--- src/rtl/pattern_lock_pkg.sv ---
// Shared types and defaults for the pattern-lock transmitter and receiver.
// Holds the transmitter state set and the default key/preamble values.
package pattern_lock_pkg;

  typedef enum logic [2:0] {
    IDLE,
    PRE,
    SEND,
    TAIL,
    DONE
  } tx_state_e;

  localparam int         KEY_W_DEF = 3;
  localparam logic [2:0] KEY_DEF   = 3'b110;
  localparam int         PRE_DEF   = 2;

  function automatic int max_i(input int a, input int b);
    return (a > b) ? a : b;
  endfunction

endpackage

--- src/rtl/key_shreg.sv ---
// Parallel-load, MSB-first, left-shift key register.
// o_msb_nxt is the MSB the register will hold after the coming edge.
module key_shreg #(
  parameter int W = 3
) (
  input  logic         clk,
  input  logic         rst_n,
  input  logic         i_load,
  input  logic         i_shift,
  input  logic [W-1:0] i_d,
  output logic         o_msb,
  output logic         o_msb_nxt
);

  logic [W-1:0] r_q;

  always_ff @(posedge clk or negedge rst_n) begin
    if (!rst_n) begin
      r_q <= '0;
    end else if (i_load) begin
      r_q <= i_d;
    end else if (i_shift) begin
      r_q <= {r_q[W-2:0], 1'b0};
    end
  end

  always_comb begin
    o_msb_nxt = r_q[W-1];
    if (i_load) begin
      o_msb_nxt = i_d[W-1];
    end else if (i_shift) begin
      o_msb_nxt = r_q[W-2];
    end
  end

  assign o_msb = r_q[W-1];

endmodule

--- src/rtl/pattern_key_tx.sv ---
// Serial key transmitter: zero preamble, MSB-first key, zero tail, done pulse.
// Also issues one-cycle re-lock commands, deferred until idle when busy.
module pattern_key_tx
  import pattern_lock_pkg::*;
#(
  parameter int               PAT_W     = KEY_W_DEF,
  parameter logic [PAT_W-1:0] DEF_KEY   = PAT_W'(KEY_DEF),
  parameter int               PRE_ZEROS = PRE_DEF
) (
  input  logic             clk,
  input  logic             rst,
  input  logic             start,
  input  logic             use_def,
  input  logic [PAT_W-1:0] key_in,
  input  logic             lock_req,
  output logic             ser_out,
  output logic             lock_out,
  output logic             busy,
  output logic             done
);

  localparam int CW = $clog2(max_i(PRE_ZEROS, PAT_W) + 1);
  localparam logic [CW-1:0] C_PRE =
    CW'((PRE_ZEROS > 0) ? PRE_ZEROS - 1 : 0);
  localparam logic [CW-1:0] C_BIT = CW'(PAT_W - 1);
  localparam logic [CW-1:0] C_ONE = CW'(1);

  tx_state_e     r_state;
  tx_state_e     w_state_nxt;
  logic [CW-1:0] r_cnt;
  logic [CW-1:0] w_cnt_nxt;
  logic          r_pend;
  logic          w_pend_nxt;
  logic          w_load;
  logic          w_shift;
  logic          w_lock_nxt;
  logic          w_msb;
  logic          w_msb_nxt;
  logic          r_ser;
  logic          r_lock;
  logic          r_busy;
  logic          r_done;

  key_shreg #(
    .W(PAT_W)
  ) u_shreg (
    .clk      (clk),
    .rst_n    (rst),
    .i_load   (w_load),
    .i_shift  (w_shift),
    .i_d      (use_def ? DEF_KEY : key_in),
    .o_msb    (w_msb),
    .o_msb_nxt(w_msb_nxt)
  );

  always_comb begin
    w_state_nxt = r_state;
    w_cnt_nxt   = r_cnt;
    w_pend_nxt  = r_pend;
    w_load      = 1'b0;
    w_shift     = 1'b0;
    w_lock_nxt  = 1'b0;
    unique case (r_state)
      IDLE: begin
        w_pend_nxt = 1'b0;
        // The cycle showing a pulse is a cooldown: lock_req not re-sampled
        if (lock_req) begin
          w_lock_nxt = !r_lock;
        end else if (start) begin
          w_load = 1'b1;
          if (PRE_ZEROS > 0) begin
            w_state_nxt = PRE;
            w_cnt_nxt   = C_PRE;
          end else begin
            w_state_nxt = SEND;
            w_cnt_nxt   = C_BIT;
          end
        end
      end
      PRE: begin
        w_pend_nxt = r_pend | lock_req;
        if (r_cnt == '0) begin
          w_state_nxt = SEND;
          w_cnt_nxt   = C_BIT;
        end else begin
          w_cnt_nxt = r_cnt - C_ONE;
        end
      end
      SEND: begin
        w_pend_nxt = r_pend | lock_req;
        w_shift    = 1'b1;
        if (r_cnt == '0) begin
          w_state_nxt = TAIL;
        end else begin
          w_cnt_nxt = r_cnt - C_ONE;
        end
      end
      TAIL: begin
        w_pend_nxt  = r_pend | lock_req;
        w_state_nxt = DONE;
      end
      DONE: begin
        w_lock_nxt  = r_pend | lock_req;
        w_pend_nxt  = 1'b0;
        w_state_nxt = IDLE;
      end
      default: begin
        w_state_nxt = IDLE;
        w_pend_nxt  = 1'b0;
      end
    endcase
  end

  always_ff @(posedge clk or negedge rst) begin
    if (!rst) begin
      r_state <= IDLE;
      r_cnt   <= '0;
      r_pend  <= 1'b0;
    end else begin
      r_state <= w_state_nxt;
      r_cnt   <= w_cnt_nxt;
      r_pend  <= w_pend_nxt;
    end
  end

  // Outputs register the values belonging to the state being entered
  always_ff @(posedge clk or negedge rst) begin
    if (!rst) begin
      r_ser  <= 1'b0;
      r_lock <= 1'b0;
      r_busy <= 1'b0;
      r_done <= 1'b0;
    end else begin
      r_ser  <= (w_state_nxt == SEND) & w_msb_nxt;
      r_lock <= w_lock_nxt;
      r_busy <= (w_state_nxt == PRE) |
                (w_state_nxt == SEND) |
                (w_state_nxt == TAIL);
      r_done <= (w_state_nxt == DONE);
    end
  end

  assign ser_out  = r_ser;
  assign lock_out = r_lock;
  assign busy     = r_busy;
  assign done     = r_done;

endmodule

--- config.mk ---
export PLATFORM = sky130hd
export DESIGN_NAME = pattern_key_tx
export DESIGN_NICKNAME = d
export VERILOG_FILES = /design/src/rtl/pattern_lock_pkg.sv /design/src/rtl/key_shreg.sv /design/src/rtl/pattern_key_tx.sv
export SDC_FILE = /design/constraint.sdc
export NUM_CORES = 1
export LEC_CHECK = 0
export CAP_MARGIN = 20
export CORE_MARGIN = 2
export CORE_UTILIZATION = 35
export CTS_BUF_LIST = sky130_fd_sc_hd__clkbuf_16
export CTS_CLUSTER_DIAMETER = 60
export DETAILED_ROUTE_END_ITERATION = 16
export GPL_TIMING_DRIVEN = 0
export SLEW_MARGIN = 20
export SYNTH_ARGS = -nofsm -noshare
export SYNTH_HDL_FRONTEND = slang
export SYNTH_HIERARCHICAL = 1
export SYNTH_SLANG_ARGS = --single-unit
--- constraint.sdc ---
create_clock -name clk -period 2.05 [get_ports clk]
set_clock_uncertainty 0.05 [all_clocks]
set_input_delay 0.41 -clock clk [delete_from_list [all_inputs] [get_ports clk]]
set_output_delay 0.41 -clock clk [all_outputs]
set_load 0.03 [all_outputs]
# Word-level counts from Yosys, hierarchy flattened
# Index checks and enable logic that the tools add are counted.
# word_totals
register_bits	13
input_bits	8
output_inout_bits	4
word_cells	53
# classes
add_sub_neg	1
n_eq_ne	11
n_mux	22
n_bitwise	4
n_reduce_logical	7
# op_table
cell	count
$mux 3	7
$eq 3x2->1 const B	4
$pmux 3 s4	1
$mux 1	8
$mux 2	4
$eq 3x1->1 const B	2
$eq 3x3->1 const B	2
$ne 2x2->1 const B	3
$pmux 2 s3	1
$reduce_and 4->1	1
$logic_not 3->1	1
$or 1x1->1	3
$reduce_bool 3->1	1
$reduce_or 3->1	1
$logic_not 2->1	1
$pmux 1 s2	1
$reduce_bool 2->1	1
$sub 2x1->2 const B	1
$and 1x1->1	1
$logic_not 1->1	1

# Logic depth before layout (Yosys ltp)
# logic_depth
ltp_word	6
ltp_mapped	6
depth_no_buf	6

# Modules after synthesis
# Netlist, hierarchy kept.
# modules_own_cells
module	n_inst	cells_each	area_each_um2	seq_area_each_um2
pattern_key_tx	1	49	511.7	250.2
key_shreg	1	13	132.6	75.1

# Least setup slack after synthesis
# No wires, ideal clock.
# synth_timing
path_kind	reg-to-reg
from	register r_state[2]
to	register r_ser (netlist: ser_out)
setup_time_ns	0.077
arrival_time_ns	1.496
t_required_ns	1.923
slack_ns	0.427
path_stages_with_launch	7
path_buffers	1
synth_period_minus_slack_ns	1.623
cell_sequence	dfrtp_1 > clkbuf_1 > nor4_1 > nand2_1 > o21ai_0 > nand2b_1 > a21oi_1
# synth_via
word_cells_on_any_way	15
classes_between	eq/ne (4); mux (9); bitwise (1); reduce/logical (1)
# synth_rtl
element	line	rtl
start, declared	pattern_key_tx.sv:28	tx_state_e r_state;
start signal, assigned	pattern_key_tx.sv:120	r_state <= w_state_nxt;
$logic_not 3->1	pattern_key_tx.sv:63	unique case (r_state)
$mux 1	pattern_key_tx.sv:63	
named net w_load	pattern_key_tx.sv:34	logic w_load;
$mux 1	key_shreg.sv:29	if (i_load) begin
named net w_msb_nxt	pattern_key_tx.sv:38	logic w_msb_nxt;
$and 1x1->1	pattern_key_tx.sv:134	r_ser <= (w_state_nxt == SEND) & w_msb_nxt;
end signal, assigned	pattern_key_tx.sv:134	
end, declared	pattern_key_tx.sv:39	logic r_ser;
# The timed path passes the listed nets, and every way through them passes these cells.
# A chain may end at the register's enable or synchronous reset.

# Worst setup path after layout
# layout_timing
from	input port lock_req
to	register r_ser (netlist: ser_out)
# layout_via
elab_chain_len	4
word_cells_on_any_way	7
classes_between	eq/ne (1); mux (5); bitwise (1)
# layout_rtl
element	line	rtl
start, declared	pattern_key_tx.sv:15	input logic lock_req,
$mux 1	pattern_key_tx.sv:67	if (lock_req) begin
$mux 1	pattern_key_tx.sv:63	
named net w_load	pattern_key_tx.sv:34	
$mux 1	key_shreg.sv:29	
named net w_msb_nxt	pattern_key_tx.sv:38	
$and 1x1->1	pattern_key_tx.sv:134	
# The timed path passes the listed nets, and every way through them passes these cells.

==> run summary <==
Worst-Skew Late Latency = 0.24 ns
Final setup violation count = 0
Initial antenna violation count = 0
Slew HR = 60.83%
TritonRoute pass-1 iters = 2
RSZ-0062 raised after global routing = no
WP data required = 2.17 ns
Routed len/inst = 11.69 µm
Gr busiest metal = met2
Post-CTS resize count = 0
Post-Route Setup TNS = 0 ns
Clock power share = 27.0%
Io pins = 12
Clock slew seen by the registers of the worst setup and hold paths = 0.04 ns
Via count = 480
Dpl hpwl = 838.9 µm
Layout Nets = 88
Crit share post-route = 86.05%
Ys flop type = dfrtp_1
Placed cells = 98
Largest net degree at the start of global routing = 14
Storage element area = 325.3 µm²
Slew Viols, Final = 0
Synthesized area per cell = 10.39 µm²
Clock Path Buffers = 2
Max-Cap Viols = 0
Met1 Track Usage GR = 17.90%
Diode count = 0
Htree depth = 1
Switching power = 0.4617 mW
Grt ovf = 0
Layout Area Growth over Synthesis = 35.15%
Pwr/cell area = 1544 nW/µm²
Clock Sinks = 13
Combinational share of power = 39.9%
Cts bufs inserted = 3
Met3 usage = 5.769%
Placer Congestion = 0.7165
Cell internal pwr = 0.8830 mW
Unique masters post-synth = 25
Yosys top cell area share = 50.49%
Crit path kind = in2reg
WL final = 1192 µm
Fillers = 173
Dpl cell area = 785.8 µm²
Maximum vdd drop = 0.5935 mV
Total power draw = 1.345 mW
DR DRC count = 0
Synthesized Nets = 72
Final Non-Filler Cells = 102
Area of the multi-input gates = 310.3 µm²
Peak Freq = 566.9 MHz
Largest cells by area after synthesis = dfrtp_1 50%, nand2b_1 4.9%, mux2i_1 4.7%
Cell accounting for the most synthesized area = dfrtp_1
CP Max Fanout = 7
Global-route wire length before repair = 2111 µm
Async set-or-reset flop fraction in the synthesized netlist = 100.0%
Worst hold slack = 0.4689 ns
Global Route Usage Sum = 14.40%
Design Area, Final = 870.8 µm²
Met2 track demand over resource = 21.10%
Flop pwr share = 33.2%
Number of global-route vias before repair = 480
Endpoint class of the critical path = register
Worst-Margin Slew = 0.5857 ns
Synth warnings = 6
CP Launch Type = input port
Die area = 2200 µm²
Sw Ratio = 34.33%
Synthesized cell area = 644.4 µm²
Cells after Synth = 62
Hold Buf Count CTS = 0
Post-synth EDFFs = 0
Final Hold Vio Count = 0
Synthesized flop and latch total = 13
CTS root buf = clkbuf_16
Postcts setup bufs = 0
1st-iter DRT viols = 1
Row cnt = 15
Leakage = 0.3794 nW
Vias/cell = 4.706
Critical path data arrival time = 1.88 ns
Die width = 46.91 µm
Antenna Violating Nets Remaining = 0
Final min period = 1.764 ns
CTS tree = built
Sequential fraction of the synthesis area = 50.49%
Initial Util = 37.32%
Ratio of cells with drive above 1 in the final layout = 11.69%
Outcome = completed
PortBufs = 11
Core area = 1727 µm²
Worst min-delay path category = reg2reg
Die H = 46.91 µm
-- cell usage in the layout, fill, tap and decap left out, drive strengths merged --
cell type / n
or2: 3
a211oi: 2
and2: 2
o21ai: 5
ha: 2
mux2i: 3
a21oi: 4
a21o: 1
nand3b: 1
clkdlybuf4s50: 11
a21boi: 1
nor3: 1
nor2b: 1
nand2b: 6
o22ai: 1
inv: 4
o21bai: 1
mux2: 1
clkbuf: 4
dfrtp: 13
nor4: 1
nor2: 5
nand2: 4
-- metrics by stage --
step	setup slack, ns	utilization (%)
5_1_grt	0.07399	50.43
2_1_floorplan	0.4267	-
3_5_place_dp	-0.1771	45.51
4_1_cts	0.04058	50.07
6_report	0.2860	50.43
3_3_place_gp	-0.1796	45.51
-- state kept, by name, summed over array words and instances (netlist names) --
signal	count
r_state	3
u_shreg/r_q	3
r_cnt	2
busy	1
done	1
lock_out	1
r_pend	1
ser_out	1
-- cells by family (layout without fill, tap and decap cells) --
group	after synthesis	after routing	share of synthesized area [%]
adder cells (fa/ha/maj)	2	2	3.883
flip-flops	13	13	50.49
AND/OR/NAND/NOR	24	24	21.36
buffers and inverters	4	19	2.329
AO/OA/AOI/OAI	15	15	15.53
multiplexers	4	4	6.408
-- layer usage --
metal | vias up | routed length (µm) | share of wire, %
met5 | - | 0 | 0
met4 | 0 | 12 | 1.0
met3 | 2 | 37 | 3.1
met2 | 9 | 579 | 49
met1 | 227 | 562 | 47
li1 | 242 | - | -
-- area by class of cell --
type	instances	share of cell area [%]
multi-input combinational	45	35.63
clock inverter	1	0.4310
inverter	3	1.293
timing repair buffer	11	12.64
sequential	13	37.36
tap	25	3.592
clock buffer	3	8.621
buffer	1	0.4310
-- path summary, 6_finish.rpt --
kind / slack (ns) / end / cells past startpoint / startpoint
max: 0.29 / ser_out / 7 / lock_req
min: 0.47 / r_cnt[1] / 1 / r_cnt[1]
max reg2reg: 0.37 / ser_out / 6 / r_state[2]
min reg2reg: 0.47 / r_cnt[1] / 1 / r_cnt[1]
max in group asynchronous: 1.07 / r_state[0] / 1 / rst
min in group asynchronous: 0.50 / r_cnt[1] / 1 / rst
-- synth_stat cells, types with 2 or more instances --
cell      count
and2_1        2
or2_2         2
a21oi_1       3
inv_1         3
o21ai_0       5
nand2b_1      5
nand2_1       4
dfrtp_1      13
ha_1          2
a211oi_1      2
mux2i_1       3
nor2_1        5
-- power by group through the flow --
stage	Combinational (mW)	Sequential, mW	Clock, mW
after floorplan	0.332	0.497	0
after global placement	0.531	0.446	0
after detailed placement	0.537	0.447	0
after CTS	0.543	0.444	0.376
after global routing	0.606	0.462	0.390
final	0.536	0.446	0.362
-- critical path, stage by stage --
cell,delay [ns]
clkdlybuf4s50_1,0.45
nand2b_1,0.21
nor4_2,0.41
nand2_1,0.12
o21ai_0,0.10
nand2b_1,0.07
a21oi_1,0.11
Note: power is estimated with default switching activity, not from simulation.
